--- src/rtl/bcd_display_ctrl_if.sv ---
// Request/result bundle between a requester and the BCD display controller.
// The requester drives start/bin_in/lz_blank; the controller returns status, digits and segments.
interface bcd_display_ctrl_if #(
  parameter int WIDTH  = 20,
  parameter int DIGITS = 6
);
  logic                  start;
  logic [WIDTH-1:0]      bin_in;
  logic                  lz_blank;
  logic                  busy;
  logic                  done;
  logic                  overflow;
  logic [4*DIGITS-1:0]   bcd_out;
  logic [7*DIGITS-1:0]   hex_seg;

  modport master (
    output start, bin_in, lz_blank,
    input  busy, done, overflow, bcd_out, hex_seg
  );

  modport slave (
    input  start, bin_in, lz_blank,
    output busy, done, overflow, bcd_out, hex_seg
  );
endinterface

--- src/rtl/bcd_display_ctrl.sv ---
// Sequential double-dabble binary-to-BCD converter driving active-low seven-segment displays,
// with leading-zero blanking, dash display on overflow and a start/busy/done handshake.
module bcd_display_ctrl #(
  parameter int WIDTH  = 20,
  parameter int DIGITS = 6
) (
  input  logic              clk_i,
  input  logic              reset_i,
  bcd_display_ctrl_if.slave bus
);

  localparam int ACC_W = 4*DIGITS + 4;
  localparam int BCD_W = 4*DIGITS;
  localparam int SEG_W = 7*DIGITS;
  localparam int CNT_W = $clog2(WIDTH + 1);

  localparam logic [CNT_W-1:0] CNT_LOAD  = CNT_W'(WIDTH);
  localparam logic [CNT_W-1:0] CNT_ONE   = CNT_W'(1);
  localparam logic [6:0]       SEG_BLANK = 7'b1111111;
  localparam logic [6:0]       SEG_DASH  = 7'b0111111;

  typedef enum logic [1:0] {
    ST_IDLE    = 2'd0,
    ST_CONVERT = 2'd1,
    ST_FINISH  = 2'd2
  } state_e;

  function automatic logic [6:0] seg_of(input logic [3:0] digit);
    logic [6:0] seg;
    case (digit)
      4'd0:    seg = 7'b1000000;
      4'd1:    seg = 7'b1111001;
      4'd2:    seg = 7'b0100100;
      4'd3:    seg = 7'b0110000;
      4'd4:    seg = 7'b0011001;
      4'd5:    seg = 7'b0010010;
      4'd6:    seg = 7'b0000010;
      4'd7:    seg = 7'b1111000;
      4'd8:    seg = 7'b0000000;
      4'd9:    seg = 7'b0010000;
      default: seg = SEG_BLANK;
    endcase
    return seg;
  endfunction

  function automatic logic [ACC_W-1:0] add3_all(input logic [ACC_W-1:0] acc);
    logic [ACC_W-1:0] res;
    res = acc;
    for (int k = 0; k < DIGITS + 1; k++) begin
      if (res[4*k +: 4] >= 4'd5) begin
        res[4*k +: 4] = res[4*k +: 4] + 4'd3;
      end else begin
        res[4*k +: 4] = res[4*k +: 4];
      end
    end
    return res;
  endfunction

  // Display 0 is never blanked so that a zero value still shows a single "0".
  function automatic logic [SEG_W-1:0] render(input logic [BCD_W-1:0] bcd,
                                              input logic lz, input logic ovf);
    logic [SEG_W-1:0] seg;
    logic             leading;
    seg     = '1;
    leading = lz;
    for (int k = DIGITS - 1; k >= 0; k--) begin
      if (ovf) begin
        seg[7*k +: 7] = SEG_DASH;
      end else if (leading && (k != 0) && (bcd[4*k +: 4] == 4'd0)) begin
        seg[7*k +: 7] = SEG_BLANK;
      end else begin
        seg[7*k +: 7] = seg_of(bcd[4*k +: 4]);
        leading       = 1'b0;
      end
    end
    return seg;
  endfunction

  state_e             state_q, state_d;
  logic [WIDTH-1:0]   bin_q, bin_d;
  logic [ACC_W-1:0]   acc_q, acc_d;
  logic [CNT_W-1:0]   cnt_q, cnt_d;
  logic               lz_q, lz_d;
  logic               lost_q, lost_d;
  logic               busy_q, busy_d;
  logic               done_q, done_d;
  logic               ovf_q, ovf_d;
  logic [BCD_W-1:0]   bcd_q, bcd_d;
  logic [SEG_W-1:0]   seg_q, seg_d;

  logic [ACC_W-1:0]   acc_adj_s;
  logic [ACC_W-1:0]   acc_shift_s;
  logic               ovf_fin_s;

  // One double-dabble step; lost_q remembers any carry pushed out of the spare nibble.
  always_comb begin
    acc_adj_s   = add3_all(acc_q);
    acc_shift_s = {acc_adj_s[ACC_W-2:0], bin_q[WIDTH-1]};
    ovf_fin_s   = lost_q | acc_adj_s[ACC_W-1] | (|acc_shift_s[ACC_W-1:BCD_W]);
  end

  // Next-state and next-output logic for the IDLE/CONVERT/FINISH sequencer.
  always_comb begin
    state_d = state_q;
    bin_d   = bin_q;
    acc_d   = acc_q;
    cnt_d   = cnt_q;
    lz_d    = lz_q;
    lost_d  = lost_q;
    busy_d  = 1'b0;
    done_d  = 1'b0;
    ovf_d   = ovf_q;
    bcd_d   = bcd_q;
    seg_d   = seg_q;
    case (state_q)
      ST_IDLE: begin
        if (bus.start) begin
          state_d = ST_CONVERT;
          bin_d   = bus.bin_in;
          acc_d   = '0;
          lz_d    = bus.lz_blank;
          cnt_d   = CNT_LOAD;
          lost_d  = 1'b0;
          busy_d  = 1'b1;
        end else begin
          state_d = ST_IDLE;
        end
      end
      ST_CONVERT: begin
        acc_d  = acc_shift_s;
        bin_d  = {bin_q[WIDTH-2:0], 1'b0};
        lost_d = lost_q | acc_adj_s[ACC_W-1];
        cnt_d  = cnt_q - CNT_ONE;
        // Results are registered on the last shift so they appear together with Done.
        if (cnt_q == CNT_ONE) begin
          state_d = ST_FINISH;
          done_d  = 1'b1;
          ovf_d   = ovf_fin_s;
          bcd_d   = acc_shift_s[BCD_W-1:0];
          seg_d   = render(acc_shift_s[BCD_W-1:0], lz_q, ovf_fin_s);
        end else begin
          busy_d  = 1'b1;
        end
      end
      ST_FINISH: begin
        state_d = ST_IDLE;
      end
      default: begin
        state_d = ST_IDLE;
      end
    endcase
  end

  // State and output registers with synchronous reset.
  always_ff @(posedge clk_i) begin
    if (reset_i) begin
      state_q <= ST_IDLE;
      bin_q   <= '0;
      acc_q   <= '0;
      cnt_q   <= '0;
      lz_q    <= 1'b0;
      lost_q  <= 1'b0;
      busy_q  <= 1'b0;
      done_q  <= 1'b0;
      ovf_q   <= 1'b0;
      bcd_q   <= '0;
      seg_q   <= '1;
    end else begin
      state_q <= state_d;
      bin_q   <= bin_d;
      acc_q   <= acc_d;
      cnt_q   <= cnt_d;
      lz_q    <= lz_d;
      lost_q  <= lost_d;
      busy_q  <= busy_d;
      done_q  <= done_d;
      ovf_q   <= ovf_d;
      bcd_q   <= bcd_d;
      seg_q   <= seg_d;
    end
  end

  assign bus.busy     = busy_q;
  assign bus.done     = done_q;
  assign bus.overflow = ovf_q;
  assign bus.bcd_out  = bcd_q;
  assign bus.hex_seg  = seg_q;

  bcd_display_ctrl_chk u_chk (
    .clk_i   (clk_i),
    .reset_i (reset_i),
    .busy_i  (busy_q),
    .done_i  (done_q)
  );

endmodule

// Handshake invariants for the controller outputs.
module bcd_display_ctrl_chk (
  input logic clk_i,
  input logic reset_i,
  input logic busy_i,
  input logic done_i
);

  a_busy_done_excl: assert property (@(posedge clk_i) disable iff (reset_i)
    !(busy_i && done_i));

  a_done_single: assert property (@(posedge clk_i) disable iff (reset_i)
    done_i |=> !done_i);

endmodule

--- src/flat_wrapper.sv ---
// flat-port wrapper written by rule: the top's interface ports become plain ports
module bcd_display_ctrl_flat 
#(
  parameter int WIDTH  = 20,
  parameter int DIGITS = 6
)
  (clk_i, reset_i, bus_start, bus_bin_in, bus_lz_blank, bus_busy, bus_done, bus_overflow, bus_bcd_out, bus_hex_seg);
  bcd_display_ctrl_if #(.WIDTH(WIDTH), .DIGITS(DIGITS)) bus_i ();
  input  logic clk_i;
  input  logic reset_i;
  input wire logic [$bits(bus_i.start)-1:0] bus_start;
  input wire logic [$bits(bus_i.bin_in)-1:0] bus_bin_in;
  input wire logic [$bits(bus_i.lz_blank)-1:0] bus_lz_blank;
  output wire logic [$bits(bus_i.busy)-1:0] bus_busy;
  output wire logic [$bits(bus_i.done)-1:0] bus_done;
  output wire logic [$bits(bus_i.overflow)-1:0] bus_overflow;
  output wire logic [$bits(bus_i.bcd_out)-1:0] bus_bcd_out;
  output wire logic [$bits(bus_i.hex_seg)-1:0] bus_hex_seg;
  assign bus_i.start = bus_start;
  assign bus_i.bin_in = bus_bin_in;
  assign bus_i.lz_blank = bus_lz_blank;
  assign bus_busy = bus_i.busy;
  assign bus_done = bus_i.done;
  assign bus_overflow = bus_i.overflow;
  assign bus_bcd_out = bus_i.bcd_out;
  assign bus_hex_seg = bus_i.hex_seg;
  bcd_display_ctrl #(.WIDTH(WIDTH), .DIGITS(DIGITS)) u_core (.clk_i(clk_i), .reset_i(reset_i), .bus(bus_i));
endmodule
--- config.mk ---
export PLATFORM = sky130hd
export DESIGN_NAME = bcd_display_ctrl_flat
export DESIGN_NICKNAME = d
export VERILOG_FILES = /design/src/rtl/bcd_display_ctrl_if.sv /design/src/rtl/bcd_display_ctrl.sv /design/src/flat_wrapper.sv
export SDC_FILE = /design/constraint.sdc
export NUM_CORES = 1
export LEC_CHECK = 0
export CORE_ASPECT_RATIO = 0.6
export CORE_MARGIN = 2
export CORE_UTILIZATION = 25
export CTS_BUF_LIST = sky130_fd_sc_hd__clkbuf_8
export CTS_CLUSTER_DIAMETER = 40
export DETAILED_ROUTE_END_ITERATION = 8
export DONT_BUFFER_PORTS = 1
export PLACE_DENSITY_LB_ADDON = 0.3
export SETUP_SLACK_MARGIN = 0.05
export SKIP_LAST_GASP = 1
export SYNTH_ARGS = -nofsm -noshare
export SYNTH_HDL_FRONTEND = slang
export SYNTH_SLANG_ARGS = --single-unit
export TNS_END_PERCENT = 50
--- constraint.sdc ---
create_clock -name clk_i -period 2.9 [get_ports clk_i]
set_input_delay 0.29 -clock clk_i [delete_from_list [all_inputs] [get_ports clk_i]]
set_output_delay 0.29 -clock clk_i [all_outputs]
set_load 0.02 [all_outputs]
==> Word level (Yosys, flattened, before mapping) <==
Memories as Yosys holds them, arrays and structs flattened.
Cells that the tools add are included.
{ "word_totals": {"output_inout_bits": 69, "inputBits": 24, "mem_bits_ro": 672, "ff_bits": 126, "word_cells": 105, "memories": 6} }
{ "op_classes": {"reduce_logical": 17, "eq_ne": 4, "n_addsub": 8, "muxes": 49, "magnitude_cmp": 7, "n_bitwise": 3} }
{ "mem_list": {"columns": ["name", "words", "word_bits", "rd", "rd_clocked_by_memory_dff", "wr", "line", "text"], "rows": [
  ["(name not given)", 16, 7, 1, 0, 0, "bcd_display_ctrl.sv:30", "case (digit)"],
  ["(name not given)", 16, 7, 1, 0, 0, "bcd_display_ctrl.sv:30", null],
  ["(name not given)", 16, 7, 1, 0, 0, "bcd_display_ctrl.sv:30", null],
  ["(name not given)", 16, 7, 1, 0, 0, "bcd_display_ctrl.sv:30", null],
  ["(name not given)", 16, 7, 1, 0, 0, "bcd_display_ctrl.sv:30", null],
  ["(name not given)", 16, 7, 1, 0, 0, "bcd_display_ctrl.sv:30", null]
]} }
{ "op_table": {"columns": ["operator", "n"], "rows": [
  ["7-bit 2-to-1 mux", 11],
  ["28-bit case mux with 2 select lines", 1],
  ["20-bit case mux with 2 select lines", 1],
  ["4-bit by 2-bit adder with 4-bit output (second input constant)", 7],
  ["4-bit by 3-bit >= comparator with 1-bit output (second input constant)", 7],
  ["28-bit 2-to-1 mux", 1],
  ["4-bit 2-to-1 mux", 7],
  ["1-bit 2-to-1 mux", 21],
  ["4-bit logical NOT", 5],
  ["20-bit 2-to-1 mux", 1],
  ["5-bit case mux with 2 select lines", 1],
  ["2-bit AND reduction", 3],
  ["5-bit by 1-bit == test with 1-bit output (second input constant)", 1],
  ["1-bit logical AND", 5],
  ["5-bit 2-to-1 mux", 1],
  ["5-bit by 1-bit subtractor with 5-bit output (second input constant)", 1],
  ["1-bit case mux with 2 select lines", 2],
  ["2-bit case mux with 2 select lines", 1],
  ["4-bit OR reduction", 1],
  ["2-bit by 1-bit == test with 1-bit output (second input constant)", 1],
  ["2-bit logical NOT", 1],
  ["2-bit 2-to-1 mux", 1],
  ["2-bit by 1-bit inequality test with 1-bit output (second input constant)", 1],
  ["2-bit inequality test (second input constant)", 1],
  ["other kinds (4)", 5]
]} }

==> Depth between registers and ports, before layout <==
Gate-level depths: netlist (run 1).
{ "logic_depth": {"word_depth": 26, "ltp_mapped": 12, "ltp_nobuf": 12} }

==> Least setup slack after synthesis (run 1) <==
Ideal clock, no wire load.
{ "synth_path": {"kind": "flip-flop to flip-flop", "start": "register u_core.acc_q[16]", "end": "register u_core.seg_q[12] (netlist: u_core.bus.hex_seg[12])", "setup_slack_ns": 0.335, "path_buffers": 0, "period_less_slack_ns": 2.565, "setup_ns": 0.074, "arrival_time_ns": 2.491, "stages_incl_launch_ff": 13, "required_time_ns": 2.826, "path_cell_list": "dfxtp_1 inv_1 ha_1 nand2b_1 a21oi_1 xnor2_1 ha_1 nand3_1 a211oi_1 o2111ai_1 nor4b_1 nor2_1 a31oi_1"} }
{ "synth_between": {"elab_chain_cells": 26, "elab_cells_between_ends": 28, "classes_between": "1 x add/sub; 1 x order compare; 19 x mux; 7 x reduce/logical"} }
{ "synth_rtl": {"columns": ["item", "line", "text"], "rows": [
  ["start, declared", "bcd_display_ctrl.sv:81", "logic [ACC_W-1:0] acc_q, acc_d;"],
  ["start signal, assigned", "bcd_display_ctrl.sv:159", "acc_q <= '0;"],
  ["start signal, assigned", "bcd_display_ctrl.sv:171", "acc_q <= acc_d;"],
  ["4-bit by 2-bit adder with 4-bit output or 4-bit by 3-bit >= comparator with 1-bit output (tied branches)", "bcd_display_ctrl.sv:51, bcd_display_ctrl.sv:50", null],
  ["4-bit 2-to-1 mux *", "bcd_display_ctrl.sv:50", "if (res[4*k +: 4] >= 4'd5) begin"],
  ["4-bit logical NOT", "bcd_display_ctrl.sv:69", "end else if (leading && (k != 0) && (bcd[4*k +: 4] == 4'd0)) begin"],
  ["1-bit logical AND", "bcd_display_ctrl.sv:69", null],
  ["1-bit 2-to-1 mux", "bcd_display_ctrl.sv:69", null],
  ["1-bit 2-to-1 mux", "bcd_display_ctrl.sv:67", "if (ovf) begin"],
  ["1-bit 2-to-1 mux", "bcd_display_ctrl.sv:135", "if (cnt_q == CNT_ONE) begin"],
  ["1-bit 2-to-1 mux", "bcd_display_ctrl.sv:115", "case (state_q)"],
  ["[10 not listed]", null, null],
  ["1-bit logical AND", "bcd_display_ctrl.sv:69", null],
  ["1-bit 2-to-1 mux", "bcd_display_ctrl.sv:69", null],
  ["1-bit 2-to-1 mux *", "bcd_display_ctrl.sv:67", null],
  ["1-bit 2-to-1 mux *", "bcd_display_ctrl.sv:135", null],
  ["1-bit 2-to-1 mux *", "bcd_display_ctrl.sv:115", null],
  ["1-bit logical AND *", "bcd_display_ctrl.sv:69", null],
  ["7-bit 2-to-1 mux *", "bcd_display_ctrl.sv:69", null],
  ["7-bit 2-to-1 mux *", "bcd_display_ctrl.sv:67", null],
  ["end signal, assigned", "bcd_display_ctrl.sv:179", "seg_q <= seg_d;"],
  ["end, declared", "bcd_display_ctrl.sv:89", "logic [SEG_W-1:0] seg_q, seg_d;"]
]} }
Every way passes the cells marked *; elsewhere a longest branch is shown, timed or not. The select of a mux whose other input is x is not followed.
A chain may end at the register's enable or synchronous reset.

==> Worst setup path in the final report (run 1) <==
{ "layout_path": {"start": "register u_core.acc_q[16]", "end": "register u_core.seg_q[7] (netlist: u_core.bus.hex_seg[7])"} }
The elaborated chain is that of the path after synthesis.

==> run metrics, run 1 <==
vias in the first global route=5086; Final Slew Violations=0; post-DR wirelength/cell=16.5 µm; Cell Pwr Density=505 mW/mm²; crit path DAT=3.14 ns; period utilization=94.9%; CORE AREA=0.0251 mm²; Cell Area, Synth=0.00635 mm²; min Tclk post-route=2.75 ns; Ys Warns=0; WS Path Type=reg2reg; DRC viols=0; drt first pass iters=5; Setup crit start kind=flop; Leak=2.92 nW; Critical R2R Launch=u_core.acc_q[16]$_SDFFE_PP0P_; Critical Path RT=3.29 ns; via count=5623; area grow syn2layout=20.2%; Port Buffers=0; EDFF count, synth=0; commonest non-fill, non-tap cell in the layout=dfxtp_1; Clock Skew=0.0190 ns; ANT nets after route=0; layout cell share with drive strength beyond 1=13.0%; commonest cells after routing, fill and taps aside=125 x dfxtp_1, 103 x nor2_1, 97 x a21oi_1; die width=210 µm; Row Count=45; Max Fclk=364 MHz; Hold WS=0.0459 ns; critical path endpoint=u_core.bus.hex_seg[7]$_SDFFE_PP1P_; Worst-Skew Late Latency=0.47 ns; total congestion overflow=0; global-route wire length before repair=29.8 mm; Mapped Nets=848; sequential share of the synthesized area=39.7%; Yosys cell types=55; final wirelength=19.1 mm; DP Wirelength=13.3 mm; clock-pin slew on the worst setup and hold paths=0.09 ns; flop and latch count out of synthesis=126; Initial DRC Count=374; Layout fillers=2685; total of max-cap violations=0; clk root buf=clkbuf_8; routed vias/inst=4.86; top_reg_cell synth=dfxtp_1; slew margin rel.=43.2%; Post-Syn Instances=781; largest net degree at the start of global routing=92; routability cong.=0.814; initial core utilization=25.3%; FFs w/ async S/R, synth=0%; syn_area_per_cell=8.13 µm²; setup violators final=0; Nets=882; H-tree Lvls=4; Power, Total=3.85 mW; clk buf depth=2; Hold Fails Final Rpt=0; Reg2Reg Capture Point=u_core.bus.hex_seg[7]$_SDFFE_PP1P_; Slew @ Worst Pin=0.852 ns; Reg2Reg Depth=12; R2R setup slack=0.15 ns; CTS Sinks=126; Critical path origin=u_core.acc_q[16]$_SDFFE_PP0P_; initial antenna violation count=0; RSZ-0062 raised after global routing=true; CTS tree=done; VDD IR-drop max=0.000212 V; DIE AREA=0.0267 mm²; status=completed; total CTS buffers=17; total track usage=14.5%; I/O Pins=93; crit end category=flop; crit-path max FO=6; Hold WC Path Type=in2reg; Die H=127 µm
logic make-up after synthesis:
group	after synthesis	share of synthesized area, %
AOI/OAI and AO/OA	229	22.0
xor gates and xnor gates	10	1.38
adders and majority gates	43	8.47
buffers and inverters	81	4.87
DFF	126	39.7
muxes	24	3.98
and+or+nand+nor	268	19.6
cells in the mapped netlist, types with 2 or more instances:
master / instances / area, µm²
and2_1: 3 / 18.8
o221ai_1: 2 / 17.5
buf_2: 4 / 20.0
clkbuf_1: 37 / 139
nand3b_1: 3 / 22.5
o21a_1: 4 / 30.0
nor2b_1: 5 / 31.3
ha_1: 43 / 538
a211oi_1: 18 / 135
nor2_1: 105 / 394
a31oi_1: 27 / 169
and3_1: 3 / 18.8
o22a_1: 5 / 43.8
nand2_1: 72 / 270
dfxtp_1: 126 / 2520
or3b_2: 2 / 17.5
inv_1: 34 / 128
a21o_1: 5 / 37.5
a22oi_1: 20 / 150
a21oi_1: 100 / 500
nand3_1: 22 / 110
nand2b_1: 13 / 81.3
or3_1: 2 / 12.5
nor3b_1: 10 / 75.1
xnor2_1: 9 / 78.8
nand4b_1: 3 / 26.3
o21ai_0: 26 / 130
a211o_1: 3 / 26.3
o211ai_1: 6 / 45.0
nor3_1: 16 / 80.1
mux2_2: 10 / 113
a221o_1: 2 / 20.0
mux2i_1: 14 / 140
buf_1: 6 / 22.5
through the flow:
step / cell area (µm²) / setup TNS, ns / worst slack [ns] / utilization [%] / instances
detailed placement: 6860 / 0 / 0.0853 / 27.3 / 1099
finish: 7630 / 0 / 0.149 / 30.4 / 1158
global route: 7630 / -0.151 / -0.0435 / 30.4 / 1157
floorplan: 6350 / 0 / 0.335 / - / 781
CTS: 7510 / 0 / 0.0836 / 29.9 / 1152
global placement: 6860 / 0 / 0.134 / 27.3 / 1099
how the worst min path moves through the flow:
stage	slack [ns]	endpoint	startpoint	cells after the start
global placement	0.37	u_core.bin_q[13]$_SDFFE_PP0P_	reset_i	1
floorplan	0.41	u_core.bus.done$_SDFF_PP0_	reset_i	1
global route	0.03	u_core.bin_q[4]$_SDFFE_PP0P_	bus_bin_in[4]	2
detailed placement	0.37	u_core.bin_q[13]$_SDFFE_PP0P_	reset_i	1
finish	0.05	u_core.bin_q[4]$_SDFFE_PP0P_	bus_bin_in[4]	2
CTS	0.01	u_core.bin_q[4]$_SDFFE_PP0P_	bus_bin_in[4]	2
state kept, by name, summed over array words and instances (netlist names):
name	cells
u_core.state_q	2
u_core.bin_q	20
u_core.bus.bcd_out	24
u_core.bus.busy	1
u_core.lost_q	1
u_core.bus.overflow	1
u_core.acc_q	28
u_core.bus.done	1
u_core.bus.hex_seg	42
u_core.lz_q	1
u_core.cnt_q	5
worst max-delay path, cell delays in order (launching register included):
cell	delay (ns)
dfxtp_1	0.33
inv_1	0.14
ha_2	0.24
nand2b_1	0.09
nor2b_1	0.14
mux2i_1	0.20
ha_2	0.23
nand3_1	0.10
a211oi_2	0.29
o2111ai_2	0.24
nor4b_2	0.37
nor2_2	0.14
a31oi_1	0.18
power by group:
group	leakage [nW]	internal (mW)	switching (mW)
combinational	1.69	0.105	0.184
sequential	1.02	1.78	0.0630
clock	0.209	0.889	0.830
total	2.92	2.77	1.08
what timing repair did:
action / in CTS / in global routing
endpoints found under the hold margin: 91 / 0
setup buffers: 0 / 5
resized for setup: 0 / 17
endpoints found under the setup margin: 0 / 20
hold buffers: 21 / 0
area by class of cell:
class | count | area (µm²) | area share, %
multi-input cells | 574 | 3600 | 47.2
repair buffers | 62 | 536 | 7.02
flip-flops and latches | 126 | 2520 | 33.1
diodes | 1 | 2.50 | 0.0328
clock inverters | 14 | 178 | 2.33
inverters | 34 | 128 | 1.67
clock buffers | 18 | 248 | 3.25
well taps | 329 | 412 | 5.40
per-layer routing:
| metal | routed length [µm] | track usage (%) |
|---|---|---|
| met5 | 0 | 0 |
| met4 | 157 | 3.63 |
| met3 | 1310 | 4.84 |
| met2 | 7780 | 20.4 |
| met1 | 9880 | 21.0 |
Note: power is estimated with default switching activity, not from simulation.
==> run 2: changes to the inputs <==
Settings changed: PLACE_DENSITY_LB_ADDON 0.3 to default.
==> run metrics, run 2 (synthesis gave the netlist of run 1 again) <==
die width=210 µm (unchanged); vias in the first global route=4921 (was 5086); Setup crit start kind=flop (unchanged); total track usage=14.2% (was 14.5%); H-tree Lvls=4 (unchanged); via count=5579 (was 5623); hold endpoint=u_core.bin_q[17]$_SDFFE_PP0P_ (was u_core.bin_q[4]$_SDFFE_PP0P_); Cell Pwr Density=478 mW/mm² (was 505 mW/mm²); VDD IR-drop max=0.000223 V (was 0.000212 V); Reg2Reg Capture Point=u_core.bus.hex_seg[17]$_SDFFE_PP1P_ (was u_core.bus.hex_seg[7]$_SDFFE_PP1P_); Design Area, Final=0.00738 mm² (was 0.00763 mm²); clk buf depth=2 (unchanged); min Tclk post-route=2.75 ns (about the same); routed vias/inst=4.90 (was 4.86); initial antenna violation count=1 (was 0); Placement Cell Area=0.00681 mm² (was 0.00686 mm²); Worst Hold Depth=2 (unchanged); total of max-cap violations=0 (unchanged); Nets=863 (was 882); global-route wire length before repair=29.2 mm (was 29.8 mm); CORE AREA=0.0251 mm² (unchanged); DRC viols=0 (unchanged); Most Crowded Layer GR=met1 (unchanged); setup violators final=0 (unchanged); Slew @ Worst Pin=0.843 ns (was 0.852 ns); total CTS buffers=17 (unchanged); CTS tree=done (unchanged); initial core utilization=25.3% (unchanged); Hold Fails Final Rpt=0 (unchanged); Final Slew Violations=0 (unchanged); Reg2Reg Depth=13 (was 12); commonest non-fill, non-tap cell in the layout=dfxtp_1 (unchanged); clock-pin slew on the worst setup and hold paths=0.07 ns (was 0.09 ns); Layout fillers=2717 (was 2685); R2R setup slack=0.15 ns (about the same); Max Fclk=364 MHz (about the same); WS Path Type=reg2reg (unchanged); status=completed (unchanged); I/O Pins=93 (unchanged); commonest cells after routing, fill and taps aside=125 x dfxtp_1, 102 x nor2_1, 98 x a21oi_1 (was 125 x dfxtp_1, 103 x nor2_1, 97 x a21oi_1); RSZ-0062 raised after global routing=true (unchanged); total congestion overflow=0 (unchanged); clk root buf=clkbuf_8 (unchanged); DIE AREA=0.0267 mm² (unchanged); layout cell share with drive strength beyond 1=11.4% (was 13.0%); Row Count=45 (unchanged); largest net degree at the start of global routing=91 (was 92); max FFs per register=42 (unchanged); Critical R2R Launch=u_core.acc_q[16]$_SDFFE_PP0P_ (unchanged); hold_sp=bus_bin_in[17] (was bus_bin_in[4]); met2 Track Usage GR=19.2% (was 20.4%); post-DR wirelength/cell=16.8 µm (was 16.5 µm); Port Buffers=0 (unchanged); GR Layer Usage met3=5.41% (was 4.84%); GR Layer Usage met1=20.5% (was 21.0%); Die H=127 µm (unchanged); period utilization=94.7% (was 94.9%); DP Wirelength=13.4 mm (was 13.3 mm); setup_tns=0 ns (unchanged); slew margin rel.=43.8% (was 43.2%); crit-path max FO=6 (unchanged); Leak=2.80 nW (was 2.92 nW); final wirelength=19.1 mm (unchanged); routability cong.=0.835 (was 0.814); Hold WC Path Type=in2reg (unchanged); Clock Skew=0.0166 ns (was 0.0190 ns); crit path DAT=3.11 ns (was 3.14 ns); crit end category=flop (unchanged); Worst-Skew Late Latency=0.46 ns (was 0.47 ns); area grow syn2layout=16.2% (was 20.2%); CTS Sinks=126 (unchanged); drt first pass iters=5 (unchanged); Critical Path RT=3.27 ns (was 3.29 ns); Initial DRC Count=478 (was 374); ANT nets after route=0 (unchanged)
-- run 2: changes by cell type in the layout (fill, tap and decap cells not counted), moves of 2 or more --
cell | before | now
buf_4 | 41 | 30
dlygate4sd3_1 | 20 | 12
inv_6 | 7 | 0
clkinv_2 | 0 | 6
ha_1 | 39 | 42
bufinv_16 | 3 | 1
clkinvlp_4 | 3 | 5
ha_2 | 3 | 1
-- run 2: area by class of cell --
type                            instances  area, µm²  area share [%]
Timing Repair Buffer                   43        373            5.06
Sequential cell                       126       2520            34.2
Clock buffer                           18        248            3.36
Antenna cell                            2       5.00          0.0679
Clock inverter                         13        101            1.37
Multi-Input combinational cell        574       3590            48.6
Tap cell                              329        412            5.58
Inverter                               34        128            1.73
-- run 2: worst max-delay path by stage --
stage	depth (start not counted)	slack [ns]	start	endpoint
after global routing	9	-0.03	u_core.acc_q[24]$_SDFFE_PP0P_	u_core.bus.hex_seg[17]$_SDFFE_PP1P_
after detailed placement	12	-0.05	u_core.acc_q[21]$_SDFFE_PP0P_	u_core.bus.hex_seg[9]$_SDFFE_PP1P_
after floorplan	12	0.33	u_core.acc_q[16]$_SDFFE_PP0P_	u_core.bus.hex_seg[12]$_SDFFE_PP1P_
final	13	0.15	u_core.acc_q[16]$_SDFFE_PP0P_	u_core.bus.hex_seg[17]$_SDFFE_PP1P_
after CTS	12	0.08	u_core.acc_q[21]$_SDFFE_PP0P_	u_core.bus.hex_seg[12]$_SDFFE_PP1P_
after global placement	12	0.09	u_core.acc_q[21]$_SDFFE_PP0P_	u_core.bus.hex_seg[7]$_SDFFE_PP1P_
-- run 2: power breakdown --
part / switching [mW] / internal [mW]
clock network: 0.732 / 0.679
logic: 0.181 / 0.0946
registers: 0.0627 / 1.78
total: 0.975 / 2.55
-- run 2: worst max-delay path, cell delays in order (launching register included) --
cell	delay, ns
dfxtp_1	0.33
inv_1	0.12
ha_1	0.24
nand2b_1	0.11
a21oi_2	0.21
xnor2_1	0.17
ha_1	0.20
nand3_1	0.09
a211oi_2	0.29
o2111ai_2	0.26
buf_4	0.21
nor2_1	0.10
nor2_1	0.13
a31oi_1	0.21
-- run 2: layer usage --
| metal | vias to the layer above | wire [µm] |
|---|---|---|
| li1 | 2778 | - |
| met3 | 18 | 1510 |
| met5 | - | 0 |
| met2 | 161 | 7690 |
| met4 | 0 | 279 |
| met1 | 2622 | 9660 |
-- run 2: repair_timing --
item | CTS | global route
setup buffers | 0 | 1
hold buffers | 13 | 0
gates resized for setup | 3 | 10
endpoints found under the hold margin | 90 | 0
cloned | 0 | 0
pin swaps | 0 | 6
setup endpoints to repair | 7 | 20
-- run 2: metrics by stage --
stage | instances | power [mW] | setup slack, ns | util (%) | hold slack [ns]
after global placement | 1092 | 2.11 | 0.0927 | 27.1 | 0.365
after floorplan | 781 | 2.05 | 0.335 | - | 0.406
final | 1139 | 3.53 | 0.154 | 29.4 | 0.0314
after CTS | 1136 | 3.58 | 0.0808 | 29.2 | 0.000693
after global routing | 1137 | 3.69 | -0.0265 | 29.4 | 0.00550
after detailed placement | 1092 | 2.11 | -0.0451 | 27.1 | 0.367
==> run 3: changes to the inputs <==
Settings changed: REMOVE_ABC_BUFFERS from default to 1.
==> run metrics, run 3 (synthesis gave the netlist of run 1 again) <==
slew margin rel.=51.0% (was 43.8%); layout cell share with drive strength beyond 1=12.7% (was 11.4%); Setup crit start kind=flop (unchanged); Layout fillers=2732 (was 2717); CTS Sinks=126 (unchanged); commonest cells after routing, fill and taps aside=122 x dfxtp_1, 101 x nor2_1, 97 x a21oi_1 (was 125 x dfxtp_1, 102 x nor2_1, 98 x a21oi_1); antenna diode count=0 (was 2); Port Buffers=0 (unchanged); RSZ-0062 raised after global routing=false (was true); CORE AREA=0.0251 mm² (unchanged); initial core utilization=25.3% (unchanged); Die H=127 µm (unchanged); min Tclk post-route=2.72 ns (was 2.75 ns); total CTS buffers=17 (unchanged); max FFs per register=42 (unchanged); global-route wire length before repair=30.7 mm (was 29.2 mm); I/O Pins=93 (unchanged); final wirelength=19.2 mm (was 19.1 mm); DIE AREA=0.0267 mm² (unchanged); Hold WS=0.0370 ns (was 0.0314 ns); clk root buf=clkbuf_8 (unchanged); Critical Path RT=3.24 ns (was 3.27 ns); Slew @ Worst Pin=0.733 ns (was 0.843 ns); crit path DAT=3.06 ns (was 3.11 ns); total congestion overflow=0 (unchanged); Hold WC Path Type=in2reg (unchanged); crit-path max FO=5 (was 6); vias in the first global route=5298 (was 4921); setup_tns=0 ns (unchanged); post-DR wirelength/cell=16.8 µm (about the same); period utilization=93.9% (was 94.7%); via count=5621 (was 5579); Cell Pwr Density=490 mW/mm² (was 478 mW/mm²); die width=210 µm (unchanged); H-tree Lvls=4 (unchanged); area grow syn2layout=18.4% (was 16.2%); DP Wirelength=13.1 mm (was 13.4 mm); setup violators final=0 (unchanged); DRC viols=0 (unchanged); Initial DRC Count=393 (was 478); Nets=869 (was 863); largest net degree at the start of global routing=91 (unchanged); total track usage=14.9% (was 14.2%); Final Slew Violations=0 (unchanged); routability cong.=0.923 (was 0.835); initial antenna violation count=2 (was 1); Row Count=45 (unchanged); Worst-Skew Late Latency=0.45 ns (was 0.46 ns); VDD IR-drop max=0.000187 V (was 0.000223 V); clock-pin slew on the worst setup and hold paths=0.08 ns (was 0.07 ns); routed vias/inst=4.92 (was 4.90); Hold Fails Final Rpt=0 (unchanged); commonest non-fill, non-tap cell in the layout=dfxtp_1 (unchanged); drt first pass iters=7 (was 5); status=completed (unchanged); Clock Skew=0.0119 ns (was 0.0166 ns); CTS tree=done (unchanged); crit end category=flop (unchanged); clk buf depth=2 (unchanged); WS Path Type=reg2reg (unchanged); ANT nets after route=0 (unchanged); Leak=2.87 nW (was 2.80 nW); total of max-cap violations=0 (unchanged); Max Fclk=367 MHz (was 364 MHz)
run 3: layout make-up:
class	instances	area (µm²)	area share (%)
clock buffer	21	289	3.84
clock inverter	10	96.3	1.28
inverter	34	128	1.70
multi-input combinational	574	3630	48.2
sequential	126	2530	33.6
tap	329	412	5.47
timing repair buffer	49	440	5.86
run 3: worst max-delay path: stages, from the launching register on:
cell and delay (ns):
dfxtp_2 0.35, inv_1 0.06, ha_1 0.18, nand2b_1 0.17, a21oi_2 0.16, xnor2_1 0.11
ha_2 0.23, nand3_2 0.10, a211oi_4 0.06, o211ai_1 0.22, buf_4 0.21, or3b_4 0.41
o32a_1 0.35
run 3: repair_timing:
| item | 4_1_cts | 5_1_grt |
|---|---|---|
| hold buffers | 16 | 1 |
| setup buffers | 0 | 1 |
| hold endpoints to repair | 90 | 1 |
| setup endpoints to repair | 0 | 24 |
| gates resized for setup | 0 | 25 |
run 3: path summary, 6_finish.rpt:
| check | from | endpoint | slack (ns) | depth (start not counted) |
|---|---|---|---|---|
| worst max register to register | u_core.acc_q[21]$_SDFFE_PP0P_ | u_core.bus.hex_seg[29]$_SDFFE_PP1P_ | 0.18 | 12 |
| worst min-delay path | bus_bin_in[1] | u_core.bin_q[1]$_SDFFE_PP0P_ | 0.04 | 2 |
| worst min register to register | u_core.bin_q[14]$_SDFFE_PP0P_ | u_core.bin_q[14]$_SDFFE_PP0P_ | 0.46 | 2 |
| worst max-delay path | u_core.acc_q[21]$_SDFFE_PP0P_ | u_core.bus.hex_seg[29]$_SDFFE_PP1P_ | 0.18 | 12 |
run 3: stage by stage:
step	cell area (µm²)	cells	util [%]	setup slack [ns]	power (mW)
floorplan	6170	734	-	-0.211	2.02
global placement	6840	1094	27.2	0.176	2.12
detailed placement	6840	1094	27.2	0.106	2.13
CTS	7400	1141	29.5	0.0792	3.75
global route	7520	1143	29.9	0.0187	3.87
finish	7520	1143	29.9	0.177	3.69
run 3: where the power goes:
group / switching (mW) / total [mW] / internal, mW
clock: 0.721 / 1.56 / 0.834
sequential: 0.0616 / 1.84 / 1.78
combinational: 0.191 / 0.291 / 0.0997
run 3: per-layer routing:
| layer | share of wire (%) | vias up | wire [µm] | GRT usage (%) |
|---|---|---|---|---|
| met3 | 10 | 8 | 1910 | 6.00 |
| met4 | 0.68 | 0 | 131 | 3.80 |
| met2 | 39 | 153 | 7410 | 20.1 |
| met1 | 51 | 2665 | 9760 | 21.7 |
| met5 | 0 | - | 0 | 0 |
| li1 | - | 2795 | - | - |
